<file path="config.mk">
export PLATFORM = sky130hd
export DESIGN_NAME = status_bank_flat
export DESIGN_NICKNAME = d
export VERILOG_FILES = /design/src/rtl/status_bank_pkg.sv /design/src/rtl/status_bank_if.sv /design/src/rtl/status_bank_spsr_bank.sv /design/src/rtl/status_bank.sv /design/src/flat_wrapper.sv
export SDC_FILE = /design/constraint.sdc
export NUM_CORES = 1
export LEC_CHECK = 0
export BUFFER_PORTS_ARGS = -buffer_cell sky130_fd_sc_hd__buf_2
export CAP_MARGIN = 0
export CORE_MARGIN = 4
export CORE_UTILIZATION = 58
export DETAILED_ROUTE_END_ITERATION = 10
export PLACE_DENSITY_LB_ADDON = 0.05
export SKIP_LAST_GASP = 1
export SLEW_MARGIN = 5
export SYNTH_ARGS = -nofsm -noshare
export SYNTH_HDL_FRONTEND = slang
export SYNTH_SLANG_ARGS = --single-unit
</file>
<file path="constraint.sdc">
create_clock -name clk -period 2.97 [get_ports clk]
set_clock_uncertainty 0.15 [all_clocks]
set_input_delay 0.594 -clock clk [delete_from_list [all_inputs] [get_ports clk]]
set_output_delay 0.594 -clock clk [all_outputs]
set_load 0.03 [all_outputs]
</file>
<file path="src/rtl/status_bank_pkg.sv">
// Shared definitions for the LEG status unit: mode encodings, status field
// positions, exception types and mode helpers.
package leg_status_pkg;

  localparam int unsigned STATUS_W = 12;
  localparam int unsigned NUM_SPSR = 5;

  localparam logic [4:0] MODE_USR = 5'b10000;
  localparam logic [4:0] MODE_FIQ = 5'b10001;
  localparam logic [4:0] MODE_IRQ = 5'b10010;
  localparam logic [4:0] MODE_SVC = 5'b10011;
  localparam logic [4:0] MODE_ABT = 5'b10111;
  localparam logic [4:0] MODE_UND = 5'b11011;
  localparam logic [4:0] MODE_SYS = 5'b11111;

  localparam int unsigned BIT_N    = 11;
  localparam int unsigned BIT_Z    = 10;
  localparam int unsigned BIT_C    = 9;
  localparam int unsigned BIT_V    = 8;
  localparam int unsigned BIT_I    = 7;
  localparam int unsigned BIT_F    = 6;
  localparam int unsigned BIT_T    = 5;
  localparam int unsigned MODE_HI  = 4;
  localparam int unsigned MODE_LO  = 0;

  typedef enum logic [2:0] {
    EXC_RESET = 3'd0,
    EXC_UNDEF = 3'd1,
    EXC_SWI   = 3'd2,
    EXC_PABT  = 3'd3,
    EXC_DABT  = 3'd4,
    EXC_IRQ   = 3'd5,
    EXC_FIQ   = 3'd6,
    EXC_NONE  = 3'd7
  } exc_type_e;

  function automatic logic is_valid_mode(input logic [4:0] m);
    case (m)
      MODE_USR, MODE_FIQ, MODE_IRQ, MODE_SVC,
      MODE_ABT, MODE_UND, MODE_SYS: return 1'b1;
      default:                      return 1'b0;
    endcase
  endfunction

  function automatic logic [4:0] exc_to_mode(input exc_type_e e);
    case (e)
      EXC_UNDEF:          return MODE_UND;
      EXC_PABT, EXC_DABT: return MODE_ABT;
      EXC_IRQ:            return MODE_IRQ;
      EXC_FIQ:            return MODE_FIQ;
      default:            return MODE_SVC;
    endcase
  endfunction

  // Bank slot for a mode; 7 means the mode has no SPSR.
  function automatic logic [2:0] spsr_index(input logic [4:0] m);
    case (m)
      MODE_FIQ: return 3'd0;
      MODE_IRQ: return 3'd1;
      MODE_SVC: return 3'd2;
      MODE_ABT: return 3'd3;
      MODE_UND: return 3'd4;
      default:  return 3'd7;
    endcase
  endfunction

endpackage

</file>
<file path="src/rtl/status_bank_if.sv">
// Decode/pipeline/writeback signal bundle between the core and the status unit.
interface status_bank_if;
  import leg_status_pkg::*;

  logic                restoreCPSR_D;
  logic                StallE, StallM, StallW;
  logic                FlushE, FlushM, FlushW;
  logic                ExcTakenW;
  logic [2:0]          ExcTypeW;
  logic                MSRWriteW;
  logic                MSRSpsrW;
  logic [1:0]          MSRMaskW;
  logic [STATUS_W-1:0] MSRDataW;
  logic                FlagWriteW;
  logic [3:0]          FlagsW;
  logic [STATUS_W-1:0] CPSR;
  logic [STATUS_W-1:0] PreviousStatusD;
  logic                StatusBusyD;
  logic                RestoreDoneW;

  modport master (
    output restoreCPSR_D, StallE, StallM, StallW, FlushE, FlushM, FlushW,
           ExcTakenW, ExcTypeW, MSRWriteW, MSRSpsrW, MSRMaskW, MSRDataW,
           FlagWriteW, FlagsW,
    input  CPSR, PreviousStatusD, StatusBusyD, RestoreDoneW
  );

  modport slave (
    input  restoreCPSR_D, StallE, StallM, StallW, FlushE, FlushM, FlushW,
           ExcTakenW, ExcTypeW, MSRWriteW, MSRSpsrW, MSRMaskW, MSRDataW,
           FlagWriteW, FlagsW,
    output CPSR, PreviousStatusD, StatusBusyD, RestoreDoneW
  );
endinterface

</file>
<file path="src/rtl/status_bank_spsr_bank.sv">
// Five banked SPSRs with a field-masked write port and a mode-indexed read
// port; USR/SYS (and any unbanked mode) read as zero and ignore writes.
module spsr_bank
  import leg_status_pkg::*;
(
  input  logic                clk,
  input  logic                reset,
  input  logic                wr_en,
  input  logic [4:0]          wr_mode,
  input  logic [STATUS_W-1:0] wr_data,
  input  logic [1:0]          wr_mask,
  input  logic [4:0]          rd_mode,
  output logic [STATUS_W-1:0] rd_data
);

  logic [STATUS_W-1:0] spsr_q [NUM_SPSR];
  logic [2:0]          wr_idx;
  logic [2:0]          rd_idx;

  assign wr_idx = spsr_index(wr_mode);
  assign rd_idx = spsr_index(rd_mode);

  always_ff @(posedge clk or negedge reset) begin
    if (!reset) begin
      for (int unsigned i = 0; i < NUM_SPSR; i++) spsr_q[i] <= '0;
    end else begin
      for (int unsigned i = 0; i < NUM_SPSR; i++) begin
        if (wr_en && wr_idx == 3'(i)) begin
          if (wr_mask[1]) spsr_q[i][BIT_N:BIT_V] <= wr_data[BIT_N:BIT_V];
          if (wr_mask[0]) spsr_q[i][BIT_I:MODE_LO] <= wr_data[BIT_I:MODE_LO];
        end
      end
    end
  end

  always_comb begin
    rd_data = '0;
    for (int unsigned i = 0; i < NUM_SPSR; i++) begin
      if (rd_idx == 3'(i)) rd_data = spsr_q[i];
    end
  end

endmodule

</file>
<file path="src/rtl/status_bank.sv">
// Committed CPSR, banked SPSRs and the exception-return pipeline (E/M/W)
// of the LEG core; all status writes commit at writeback.
module status_bank
  import leg_status_pkg::*;
#(
  parameter logic [STATUS_W-1:0] RESET_STATUS = 12'h0D3
) (
  input logic          clk,
  input logic          reset,
  status_bank_if.slave bus
);

  logic [STATUS_W-1:0] cpsr_q, cpsr_d;
  logic                restore_e, restore_m, restore_w;
  logic                done_q, restore_commit;
  logic [4:0]          cur_mode, new_mode;
  logic                cur_banked;
  exc_type_e           exc;

  logic                sp_we;
  logic [4:0]          sp_mode;
  logic [STATUS_W-1:0] sp_data, sp_rd;
  logic [1:0]          sp_mask;

  assign exc        = exc_type_e'(bus.ExcTypeW);
  assign cur_mode   = cpsr_q[MODE_HI:MODE_LO];
  assign cur_banked = (spsr_index(cur_mode) != 3'd7);

  spsr_bank u_spsr_bank (
    .clk     (clk),
    .reset   (reset),
    .wr_en   (sp_we),
    .wr_mode (sp_mode),
    .wr_data (sp_data),
    .wr_mask (sp_mask),
    .rd_mode (cur_mode),
    .rd_data (sp_rd)
  );

  always_ff @(posedge clk or negedge reset) begin
    if (!reset) begin
      restore_e <= 1'b0;
      restore_m <= 1'b0;
      restore_w <= 1'b0;
      done_q    <= 1'b0;
      cpsr_q    <= RESET_STATUS;
    end else begin
      if (bus.FlushE)      restore_e <= 1'b0;
      else if (!bus.StallE) restore_e <= bus.restoreCPSR_D;
      if (bus.FlushM)      restore_m <= 1'b0;
      else if (!bus.StallM) restore_m <= restore_e;
      if (bus.FlushW)      restore_w <= 1'b0;
      else if (!bus.StallW) restore_w <= restore_m;
      done_q <= restore_commit;
      cpsr_q <= cpsr_d;
    end
  end

  // Exception entry, restore and MSR are mutually exclusive by priority;
  // ALU flags only land when none of them claims the writeback slot.
  always_comb begin
    cpsr_d         = cpsr_q;
    restore_commit = 1'b0;
    new_mode       = exc_to_mode(exc);
    sp_we          = 1'b0;
    sp_mode        = cur_mode;
    sp_data        = cpsr_q;
    sp_mask        = 2'b11;
    if (!bus.StallW) begin
      if (bus.ExcTakenW) begin
        if (exc != EXC_NONE) begin
          sp_we   = 1'b1;
          sp_mode = new_mode;
          cpsr_d[BIT_I] = 1'b1;
          if (exc == EXC_RESET || exc == EXC_FIQ) cpsr_d[BIT_F] = 1'b1;
          cpsr_d[BIT_T] = 1'b0;
          cpsr_d[MODE_HI:MODE_LO] = new_mode;
        end
      end else if (restore_w) begin
        restore_commit = 1'b1;
        if (cur_banked) cpsr_d = sp_rd;
      end else if (bus.MSRWriteW) begin
        if (bus.MSRSpsrW) begin
          sp_we   = cur_banked;
          sp_data = bus.MSRDataW;
          sp_mask = bus.MSRMaskW;
        end else begin
          if (bus.MSRMaskW[1]) cpsr_d[BIT_N:BIT_V] = bus.MSRDataW[BIT_N:BIT_V];
          if (bus.MSRMaskW[0]) begin
            cpsr_d[BIT_I:BIT_T] = bus.MSRDataW[BIT_I:BIT_T];
            if (is_valid_mode(bus.MSRDataW[MODE_HI:MODE_LO]))
              cpsr_d[MODE_HI:MODE_LO] = bus.MSRDataW[MODE_HI:MODE_LO];
          end
        end
      end else if (bus.FlagWriteW) begin
        cpsr_d[BIT_N] = bus.FlagsW[3];
        cpsr_d[BIT_Z] = bus.FlagsW[2];
        cpsr_d[BIT_C] = bus.FlagsW[1];
        cpsr_d[BIT_V] = bus.FlagsW[0];
      end
    end
  end

  assign bus.CPSR            = cpsr_q;
  assign bus.PreviousStatusD = sp_rd;
  assign bus.StatusBusyD     = restore_e | restore_m | restore_w;
  assign bus.RestoreDoneW    = done_q;

endmodule
</file>
<file path="src/flat_wrapper.sv">
// flat-port wrapper written by rule: the top's interface ports become plain ports
module status_bank_flat import leg_status_pkg::*;
#(
  parameter logic [STATUS_W-1:0] RESET_STATUS = 12'h0D3
)
  (clk, reset, bus_restoreCPSR_D, bus_StallE, bus_StallM, bus_StallW, bus_FlushE, bus_FlushM, bus_FlushW, bus_ExcTakenW, bus_ExcTypeW, bus_MSRWriteW, bus_MSRSpsrW, bus_MSRMaskW, bus_MSRDataW, bus_FlagWriteW, bus_FlagsW, bus_CPSR, bus_PreviousStatusD, bus_StatusBusyD, bus_RestoreDoneW);
  status_bank_if bus_i ();
  input logic clk;
  input logic reset;
  input wire logic [$bits(bus_i.restoreCPSR_D)-1:0] bus_restoreCPSR_D;
  input wire logic [$bits(bus_i.StallE)-1:0] bus_StallE;
  input wire logic [$bits(bus_i.StallM)-1:0] bus_StallM;
  input wire logic [$bits(bus_i.StallW)-1:0] bus_StallW;
  input wire logic [$bits(bus_i.FlushE)-1:0] bus_FlushE;
  input wire logic [$bits(bus_i.FlushM)-1:0] bus_FlushM;
  input wire logic [$bits(bus_i.FlushW)-1:0] bus_FlushW;
  input wire logic [$bits(bus_i.ExcTakenW)-1:0] bus_ExcTakenW;
  input wire logic [$bits(bus_i.ExcTypeW)-1:0] bus_ExcTypeW;
  input wire logic [$bits(bus_i.MSRWriteW)-1:0] bus_MSRWriteW;
  input wire logic [$bits(bus_i.MSRSpsrW)-1:0] bus_MSRSpsrW;
  input wire logic [$bits(bus_i.MSRMaskW)-1:0] bus_MSRMaskW;
  input wire logic [$bits(bus_i.MSRDataW)-1:0] bus_MSRDataW;
  input wire logic [$bits(bus_i.FlagWriteW)-1:0] bus_FlagWriteW;
  input wire logic [$bits(bus_i.FlagsW)-1:0] bus_FlagsW;
  output wire logic [$bits(bus_i.CPSR)-1:0] bus_CPSR;
  output wire logic [$bits(bus_i.PreviousStatusD)-1:0] bus_PreviousStatusD;
  output wire logic [$bits(bus_i.StatusBusyD)-1:0] bus_StatusBusyD;
  output wire logic [$bits(bus_i.RestoreDoneW)-1:0] bus_RestoreDoneW;
  assign bus_i.restoreCPSR_D = bus_restoreCPSR_D;
  assign bus_i.StallE = bus_StallE;
  assign bus_i.StallM = bus_StallM;
  assign bus_i.StallW = bus_StallW;
  assign bus_i.FlushE = bus_FlushE;
  assign bus_i.FlushM = bus_FlushM;
  assign bus_i.FlushW = bus_FlushW;
  assign bus_i.ExcTakenW = bus_ExcTakenW;
  assign bus_i.ExcTypeW = bus_ExcTypeW;
  assign bus_i.MSRWriteW = bus_MSRWriteW;
  assign bus_i.MSRSpsrW = bus_MSRSpsrW;
  assign bus_i.MSRMaskW = bus_MSRMaskW;
  assign bus_i.MSRDataW = bus_MSRDataW;
  assign bus_i.FlagWriteW = bus_FlagWriteW;
  assign bus_i.FlagsW = bus_FlagsW;
  assign bus_CPSR = bus_i.CPSR;
  assign bus_PreviousStatusD = bus_i.PreviousStatusD;
  assign bus_StatusBusyD = bus_i.StatusBusyD;
  assign bus_RestoreDoneW = bus_i.RestoreDoneW;
  status_bank #(.RESET_STATUS(RESET_STATUS)) u_core (.clk(clk), .reset(reset), .bus(bus_i));
endmodule
</file>
==> metrics.md, run 1 <==
| Metric | Value |
|---|---|
| Ports | `60` |
| Area contributors post-synth | `dfrtp_1, mux2_2, mux2i_1` |
| Vert. Die Dim | `about 94 um` |
| Post-layout min period | `2.92 ns` |
| Peak VDD IR | `roughly 0.55 mV` |
| Worst Hold Class | `in -> async` |
| Drt total wl | `11300 um` |
| Largest net degree at the start of global routing | `between 70 and 80` |
| Slew Limit Headroom | `~37%` |
| DR DRC count | `0` |
| Synth async-reset ratio | `between 90% and 100%` |
| Top-area cell type share of the netlist area | `about two fifths` |
| Sequential share of the synthesized area | `around 44%` |
| Filler cells | `~540` |
| FF+latch count, synth | `between 70 and 80` |
| Placed Cells | `approximately 540` |
| CTS H-tree depth | `3` |
| Number of global-route vias before repair | `3280` |
| Synth Warn # | `0` |
| Initial drt markers | `between 300 and 400` |
| Non-Filler Instances | `568` |
| Initial Utilization | `59.4%` |
| Mapped cell area | `4310 um2` |
| Post-synth EDFFs | `0` |
| Register area | `between 1500 and 2000 um2` |
| Unique masters post-synth | `67` |
| Vias post-DR | `3432` |
| Slew @ Worst Pin | `between 0.9 and 1 ns` |
| Clock transition at the registers of the reported paths | `~0.09 ns` |
| Run status | `finished, final reports clean` |
| Initial antenna violation count | `0` |
| Synth area leader | `dfrtp_1` |
| Cell Area, Placed | `4770 um2` |
| CTS tree | `done` |
| Crit share post-route | `between 90% and 100%` |
| # rows | `31` |
| Fmax | `between 300 and 400 MHz` |
| Clock Sink Count | `76` |
| Synthesized net count | `slightly above 400` |
| Worst-Skew Late Latency | `0.35 ns` |
| First-pass GRT wire length | `17500 um` |
| Core Area | `around 7300 um2` |
| Port-buffer cells | `a little under 60` |
| Setup crit end kind | `output port` |
| Nets@finish | `about 500` |
| Post-Place Worst Slack | `roughly 0.09 ns` |
| CP Class | `reg -> out` |
| # diodes | `0` |
| Syn avg cell area | `~11 um2` |
| Critical-path maximum fanout | `10` |
| Hold Vio Cnt, Final | `0` |
| Global placer's final weighted congestion | `slightly below 0.9` |
| Final core utilization | `71.5%` |
| Lkg Pwr | `around 2.4 nW` |
| Most frequent cell after synthesis | `dfrtp_1` |
| Final Max Slew Viols | `0` |
| Drt pass-1 iters | `5` |
| Hold slack | `0.216 ns` |
| Hpwl dp | `around 8000 um` |
| CTS buffer count | `9` |
| Final instance area | `5190 um2` |
| Clk root buf | `clkbuf_8` |
| Multi-input gate area | `~2300 um2` |
| All-Layer GR Usage | `approximately a quarter` |
| WL/cell | `between 15 and 20 um` |
| Max cap viols | `0` |
| Share of layout cells above drive strength 1 | `a little under half` |
| Die X | `approximately 94 um` |
| Most frequent cells after synthesis | `dfrtp_1, mux2_2, nand2_1, mux2i_1, a21oi_1` |
| Final setup viols | `0` |
| Cell Pwr Density | `approximately 790 nW/um2` |
| Maximum clock path buffer count | `2` |
| Worst setup margin | `between 0.05 and 0.06 ns` |
| Antenna viol nets, final | `0` |
| Total die area | `between 8000 and 9000 um2` |
| Number of vias per cell | `slightly above 6` |
| Cells after Synth | `between 300 and 400` |
| Crit path DAT | `~2.2 ns` |
| Primary FF master, synth | `dfrtp_1` |
| Global route overflow | `0` |
| Area Growth Syn to Fin | `20.5%` |
| Startpoint Class | `register` |
| WP data required | `approximately 2.2 ns` |
==> layer usage <==
metal	vias to the layer above	routed length, um	global-route usage (%)	part of all wire, %
met5	-	0	0	0
met4	0	257	10.1	2.3
met3	27	867	4.73	7.7
met2	145	5120	40.4	45
met1	1686	5010	37.2	45
li1	1574	-	-	-
==> power breakdown <==
group          switching (W)  internal, W  total [W]
Clock               0.000414     0.000565   0.000980
Combinational       0.000771     0.000703    0.00147
Sequential          0.000222      0.00142    0.00164
Total                0.00141      0.00268    0.00409
==> worst max-delay path, stage by stage (launching register included) <==
cell       delay, ns
dfstp_4         0.68
and2_1          0.19
and3_1          0.19
buf_6           0.16
o2bb2ai_1       0.14
a22o_1          0.22
buf_2           0.23
==> worst paths after layout <==
kind                                               start                       endpoint  slack [ns]  cells after the start
min                                                reset             u_core.bus.CPSR[5]        0.22                      1
min in group clk                              bus_FlushM               u_core.restore_m        0.23                      2
min reg2reg                u_core.u_spsr_bank.spsr_q[55]  u_core.u_spsr_bank.spsr_q[55]        0.36                      1
max reg2reg                           u_core.bus.CPSR[4]  u_core.u_spsr_bank.spsr_q[14]        0.28                      7
max in group asynchronous                          reset             u_core.bus.CPSR[2]        1.82                      1
max                                   u_core.bus.CPSR[1]         bus_PreviousStatusD[8]        0.05                      6
==> sequential cells by signal, indices dropped and copies added, names as in the netlist <==
signal,count
u_core.restore_m,1
u_core.bus.RestoreDoneW,1
u_core.restore_w,1
u_core.restore_e,1
u_core.bus.CPSR,12
u_core.u_spsr_bank.spsr_q,60
==> through the flow <==
step / power [W] / TNS (ns)
final: 0.00409 / 0
after CTS: 0.00403 / -0.0120
after detailed placement: 0.00303 / 0
after global placement: 0.00299 / 0
after global routing: 0.00430 / -0.00920
after floorplan: 0.00261 / 0
==> placed cells by master (no fill, tap or decap), types with 4 or more instances in the layout <==
| cell | count |
|---|---|
| inv_1 | 9 |
| nor2_1 | 15 |
| nand3_1 | 4 |
| buf_2 | 55 |
| o21ai_0 | 11 |
| a21oi_1 | 17 |
| o2bb2ai_1 | 7 |
| mux2i_1 | 21 |
| nor2_2 | 4 |
| nand2_1 | 26 |
| dfstp_2 | 4 |
| o21a_1 | 5 |
| nand2b_1 | 5 |
| dfrtp_1 | 70 |
| nand3b_1 | 4 |
| mux2_4 | 12 |
| a22o_1 | 9 |
| and3_1 | 4 |
| clkbuf_8 | 9 |
| mux2_2 | 60 |
| buf_4 | 36 |
==> cells by family (layout without fill, tap and decap cells) <==
| family | count (synthesis) | count (layout) | synth area share [%] |
|---|---|---|---|
| flops | 76 | 76 | 44.3 |
| mux | 94 | 94 | 25.0 |
| compound gates | 85 | 85 | 15.2 |
| simple gates | 89 | 89 | 11.0 |
| fa+ha+maj | 1 | 1 | 0.232 |
| xor+xnor | 3 | 3 | 0.610 |
| buf+inv | 33 | 121 | 3.57 |
==> what timing repair did <==
| action | CTS | global route |
|---|---|---|
| hold buffers | 0 | 0 |
| endpoints found under the setup margin | 11 | 12 |
| gates resized for setup | 4 | 11 |
| buffers inserted | 2 | 13 |
| pin swaps | 0 | 4 |
==> final cells by class <==
cell class	instances	share of cell area [%]
inverter	10	0.796
tap	99	2.39
multi-input combinational	272	43.8
clock inverter	7	2.36
timing repair buffer	95	11.4
clock buffer	9	2.39
sequential	76	36.9
Power figures use the tool's default switching activity.
==> run 2: changes to the inputs <==
--- a/config.mk
+++ b/config.mk
@@ -7,8 +7,10 @@
 export LEC_CHECK = 0
 export BUFFER_PORTS_ARGS = -buffer_cell sky130_fd_sc_hd__buf_2
 export CAP_MARGIN = 0
-export CORE_MARGIN = 4
-export CORE_UTILIZATION = 58
+export CELL_PAD_IN_SITES_DETAIL_PLACEMENT = 1
+export CELL_PAD_IN_SITES_GLOBAL_PLACEMENT = 2
+export CORE_MARGIN = 2
+export CORE_UTILIZATION = 38
 export DETAILED_ROUTE_END_ITERATION = 10
 export PLACE_DENSITY_LB_ADDON = 0.05
 export SKIP_LAST_GASP = 1
==> metrics.md, run 2 (synthesis gave the netlist of run 1 again) <==
| Metric | Value |
|---|---|
| Drt total wl | `13300 um` |
| CP Class | `reg -> out` |
| Ports | `60` |
| Clock transition at the registers of the reported paths | `about 0.060 ns` |
| Most flops, register | `u_core.u_spsr_bank.spsr_q` |
| Critical-path maximum fanout | `10` |
| Antenna viol nets, final | `0` |
| Hpwl dp | `roughly 9800 um` |
| Clk root buf | `clkbuf_16` |
| Max reg flops | `60` |
| Number of vias per cell | `5.60` |
| CTS tree | `done` |
| Worst-Skew Late Latency | `between 0.3 and 0.4 ns` |
| Commonest non-fill, non-tap cell in the layout | `dfrtp_1` |
| Slew @ Worst Pin | `~0.61 ns` |
| Vias post-DR | `around 3400` |
| All-Layer GR Usage | `about 22%` |
| Crit path DAT | `around 2.1 ns` |
| DR DRC count | `0` |
| Commonest cells after routing, fill and taps aside | `dfrtp_1, mux2_2, buf_2` |
| Run status | `finished, final reports clean` |
| Nets@finish | `between 400 and 500` |
| Slew Limit Headroom | `between 50% and 60%` |
| Cell Pwr Density | `789 nW/um2` |
| WP data required | `2.23 ns` |
| Number of global-route vias before repair | `roughly 3700` |
| Initial antenna violation count | `0` |
| Vert. Die Dim | `110 um` |
| Register area | `1910 um2` |
| Global route overflow | `0` |
| Total power draw | `between 0.004 and 0.005 W` |
| CTS buffer count | `9` |
| Setup repair after global routing missed its margin | `no` |
| Multi-input gate area | `about 2300 um2` |
| Total die area | `~12000 um2` |
| # diodes | `0` |
| Core Area | `between 10000 and 15000 um2` |
| Final setup TNS | `0 ns` |
| Filler cells | `1228` |
| Port-buffer cells | `between 50 and 60` |
| Clock Sink Count | `76` |
| Global placer's final weighted congestion | `0.817` |
| Crit share post-route | `97.1%` |
| Share of layout cells above drive strength 1 | `between 40% and 50%` |
| Peak VDD IR | `about 0.44 mV` |
| # rows | `38` |
| First-pass GRT wire length | `20800 um` |
| Hold Vio Cnt, Final | `0` |
| Max cap viols | `0` |
| Startpoint Class | `register` |
| Final Max Slew Viols | `0` |
| Maximum clock path buffer count | `2` |
| Setup crit end kind | `output port` |
| Drt pass-1 iters | `4` |
| Initial Utilization | `between 30% and 40%` |
| Initial drt markers | `~170` |
| Area Growth Syn to Fin | `21.3%` |
| Fmax | `347 MHz` |
| Die X | `~110 um` |
| Post-layout min period | `approximately 2.9 ns` |
| CTS H-tree depth | `3` |
| Worst Hold Class | `in -> async` |
| Lkg Pwr | `roughly 2.4 nW` |
| Largest net degree at the start of global routing | `45` |
| Final setup viols | `0` |
| WL/cell | `21.8 um` |
run 2: path summary, 6_finish.rpt:
check / from / endpoint / slack (ns) / cells after the start
worst max-delay path: u_core.bus.CPSR[4] / bus_PreviousStatusD[0] / 0.09 / 6
max in group asynchronous: reset / u_core.bus.CPSR[1] / 1.83 / 2
min in group clk: bus_FlushW / u_core.restore_w / 0.25 / 2
worst min-delay path: reset / u_core.bus.CPSR[5] / 0.09 / 1
worst max register to register: u_core.bus.CPSR[4] / u_core.u_spsr_bank.spsr_q[7] / 0.15 / 8
worst min register to register: u_core.u_spsr_bank.spsr_q[43] / u_core.u_spsr_bank.spsr_q[43] / 0.35 / 1
run 2: where the power goes:
group          switching, W  internal, W
clock network      0.000439     0.000569
logic              0.000784     0.000690
registers          0.000218      0.00142
total               0.00144      0.00268
run 2: repair_timing:
item | 4_1_cts | 5_1_grt
gates resized for setup | 2 | 6
buffers inserted | 7 | 2
setup endpoints to repair | 11 | 10
pin swaps | 0 | 3
hold buffers | 0 | 0
run 2: critical path: stages (launching register included):
cell and delay, ns:
dfstp_2 0.61, and2_1 0.21, and3_1 0.20, buf_6 0.17
o2bb2ai_1 0.14, a22o_1 0.25, buf_2 0.23
run 2: area by class of cell:
type                    count  area share [%]
multi-input cells         272            43.2
flip-flops and latches     76            36.6
repair buffers             94            10.9
clock buffers              11            4.46
well taps                 140            3.35
inverters                  10           0.790
clock inverters             5           0.719
run 2: through the flow:
stage	area, um2	hold WS, ns	util [%]	cells	worst slack (ns)
after floorplan	4310	0.148	-	381	0.196
after global placement	4860	0.325	44.5	583	0.0928
after detailed placement	4860	0.339	44.5	583	0.0646
after CTS	5190	0.115	47.5	606	0.0402
after global routing	5220	0.124	47.8	608	0.00549
final	5220	0.0946	47.8	608	0.0872
run 2: layer usage:
metal	vias to the layer above	track usage (%)	routed length, um	share of wire, %
met2	61	36.9	6420	48
met4	0	6.58	208	1.6
li1	1574	-	-	-
met5	-	0	0	0
met3	13	4.01	376	2.8
met1	1754	29.2	6270	47
==> run 3: changes to the inputs <==
==> constraint.sdc (replaced) <==
create_clock -name clk -period 2.97 [get_ports clk]
set_clock_uncertainty 0.15 [all_clocks]
set_input_delay 0.1485 -clock clk [delete_from_list [all_inputs] [get_ports clk]]
set_output_delay 0.1485 -clock clk [all_outputs]
set_load 0.03 [all_outputs]
==> metrics.md, run 3 (synthesis gave the netlist of run 1 again) <==
| Metric | Value |
|---|---|
| Switching power total | `0.00143 W` |
| WP data required | `roughly 2.7 ns` |
| Final core utilization | `around 48%` |
| Commonest cells after routing, fill and taps aside | `dfrtp_1, mux2_2, buf_2` |
| Maximum clock path buffer count | `2` |
| R2r setup slk | `approximately 0.26 ns` |
| # diodes | `0` |
| Most flops, register | `u_core.u_spsr_bank.spsr_q` |
| Share of layout cells above drive strength 1 | `40.9%` |
| First-pass GRT wire length | `21300 um` |
| Core Area | `approximately 11000 um2` |
| Max reg flops | `60` |
| CTS buffer count | `9` |
| Initial drt markers | `169` |
| Global placer's final weighted congestion | `~0.88` |
| Drt pass-1 iters | `4` |
| Largest net degree at the start of global routing | `just under 80` |
| # Post-CTS Setup Buffers | `0` |
| Critical-path maximum fanout | `12` |
| Hold slack | `slightly above 0.02 ns` |
| Crit path DAT | `2.49 ns` |
| Global route overflow | `0` |
| Post-layout min period | `roughly 2.8 ns` |
| CTS H-tree depth | `3` |
| Cell Pwr Density | `a little over 800 nW/um2` |
| Fmax | `roughly 360 MHz` |
| Clk root buf | `clkbuf_16` |
| Final Max Slew Viols | `0` |
| Combinational power share | `between 30% and 40%` |
| Nets@finish | `486` |
| Drt total wl | `~13000 um` |
| Antenna viol nets, final | `0` |
| Vias post-DR | `about 3400` |
| Setup repair after global routing missed its margin | `no` |
| Run status | `finished, final reports clean` |
| Commonest non-fill, non-tap cell in the layout | `dfrtp_1` |
| Slew Limit Headroom | `between 30 and 40%` |
| Startpoint Class | `register` |
| All-Layer GR Usage | `22.6%` |
| Post-Place Worst Slack | `around 0.32 ns` |
| Clock transition at the registers of the reported paths | `roughly 0.060 ns` |
| Initial Utilization | `39.4%` |
| WL/cell | `~22 um` |
| Area Growth Syn to Fin | `21.1%` |
| Worst setup margin | `0.177 ns` |
| Final setup TNS | `0 ns` |
| Net Sw Frac | `between 30% and 40%` |
| Hold Vio Cnt, Final | `0` |
| Filler cells | `around 1200` |
| Vert. Die Dim | `110 um` |
| Clk pwr share | `between 20% and 30%` |
| Internal | `between 0.002 and 0.003 W` |
| Worst Hold Class | `in -> reg` |
| Ports | `60` |
| Clock Sink Count | `76` |
| Total die area | `approximately 12000 um2` |
| Number of global-route vias before repair | `~3600` |
| Die X | `about 110 um` |
| # rows | `38` |
| Port-buffer cells | `59` |
| CTS tree | `done` |
| Number of vias per cell | `between 5 and 6` |
| CP Class | `reg -> out` |
| Initial antenna violation count | `0` |
| DR DRC count | `0` |
| Hpwl dp | `about 9500 um` |
| Sequential share of power | `a little under two fifths` |
| Lkg Pwr | `about 2.3 nW` |
| Non-Filler Instances | `597` |
| Max cap viols | `0` |
| Placed Cells | `between 500 and 600` |
| Final setup viols | `0` |
| Peak VDD IR | `roughly 0.51 mV` |
| Worst-Skew Late Latency | `approximately 0.34 ns` |
| Setup crit end kind | `output port` |
| Crit share post-route | `94.0%` |
| Slew @ Worst Pin | `~1 ns` |
run 3: metal layers:
| layer | GRT usage (%) | wire length, um | vias to the layer above |
|---|---|---|---|
| met5 | 0 | 0 | - |
| met4 | 7.75 | 230 | 0 |
| met3 | 3.84 | 440 | 13 |
| met2 | 34.8 | 5980 | 64 |
| met1 | 32.1 | 6380 | 1745 |
| li1 | - | - | 1561 |
run 3: path summary, 6_finish.rpt:
check | start | to | depth (start not counted)
hold reg to reg | u_core.u_spsr_bank.spsr_q[26] | u_core.u_spsr_bank.spsr_q[26] | 1
hold / removal | bus_MSRDataW[7] | u_core.bus.CPSR[7] | 3
setup / recovery | u_core.bus.CPSR[1] | bus_PreviousStatusD[6] | 6
max in group asynchronous | reset | u_core.u_spsr_bank.spsr_q[0] | 2
min in group asynchronous | reset | u_core.bus.CPSR[5] | 2
setup reg to reg | u_core.bus.CPSR[0] | u_core.u_spsr_bank.spsr_q[20] | 6
run 3: worst max-delay path, cell delays in order, from the launching register on:
cell,delay [ns]
dfstp_2,0.61
buf_4,0.24
nand3_1,0.21
nor3_1,0.32
buf_4,0.26
a22o_1,0.27
buf_2,0.23
run 3: what timing repair did:
item	CTS	global route
gates resized for setup	0	1
endpoints found under the hold margin	76	0
hold buffers	8	0
endpoints found under the setup margin	0	1
run 3: stage by stage:
step                power [W]  cell area (um2)
finish                0.00434             5220
global route          0.00459             5220
CTS                   0.00439             5210
detailed placement    0.00306             4780
global placement      0.00301             4780
floorplan             0.00261             4310
run 3: power groups by stage:
stage / clock network, W / registers [W] / logic [W]
detailed placement: 0 / 0.00166 / 0.00140
global placement: 0 / 0.00164 / 0.00137
CTS: 0.00132 / 0.00165 / 0.00141
floorplan: 0 / 0.00163 / 0.000976
global route: 0.00136 / 0.00170 / 0.00153
finish: 0.00129 / 0.00165 / 0.00140
run 3: area by class of cell:
cell class | count | area (um2) | area share, %
clock buffers | 10 | 239 | 4.58
clock inverters | 6 | 111 | 2.14
repair buffers | 83 | 498 | 9.55
flip-flops and latches | 76 | 1910 | 36.6
well taps | 140 | 175 | 3.36
multi-input cells | 272 | 2250 | 43.1
inverters | 10 | 37.5 | 0.720
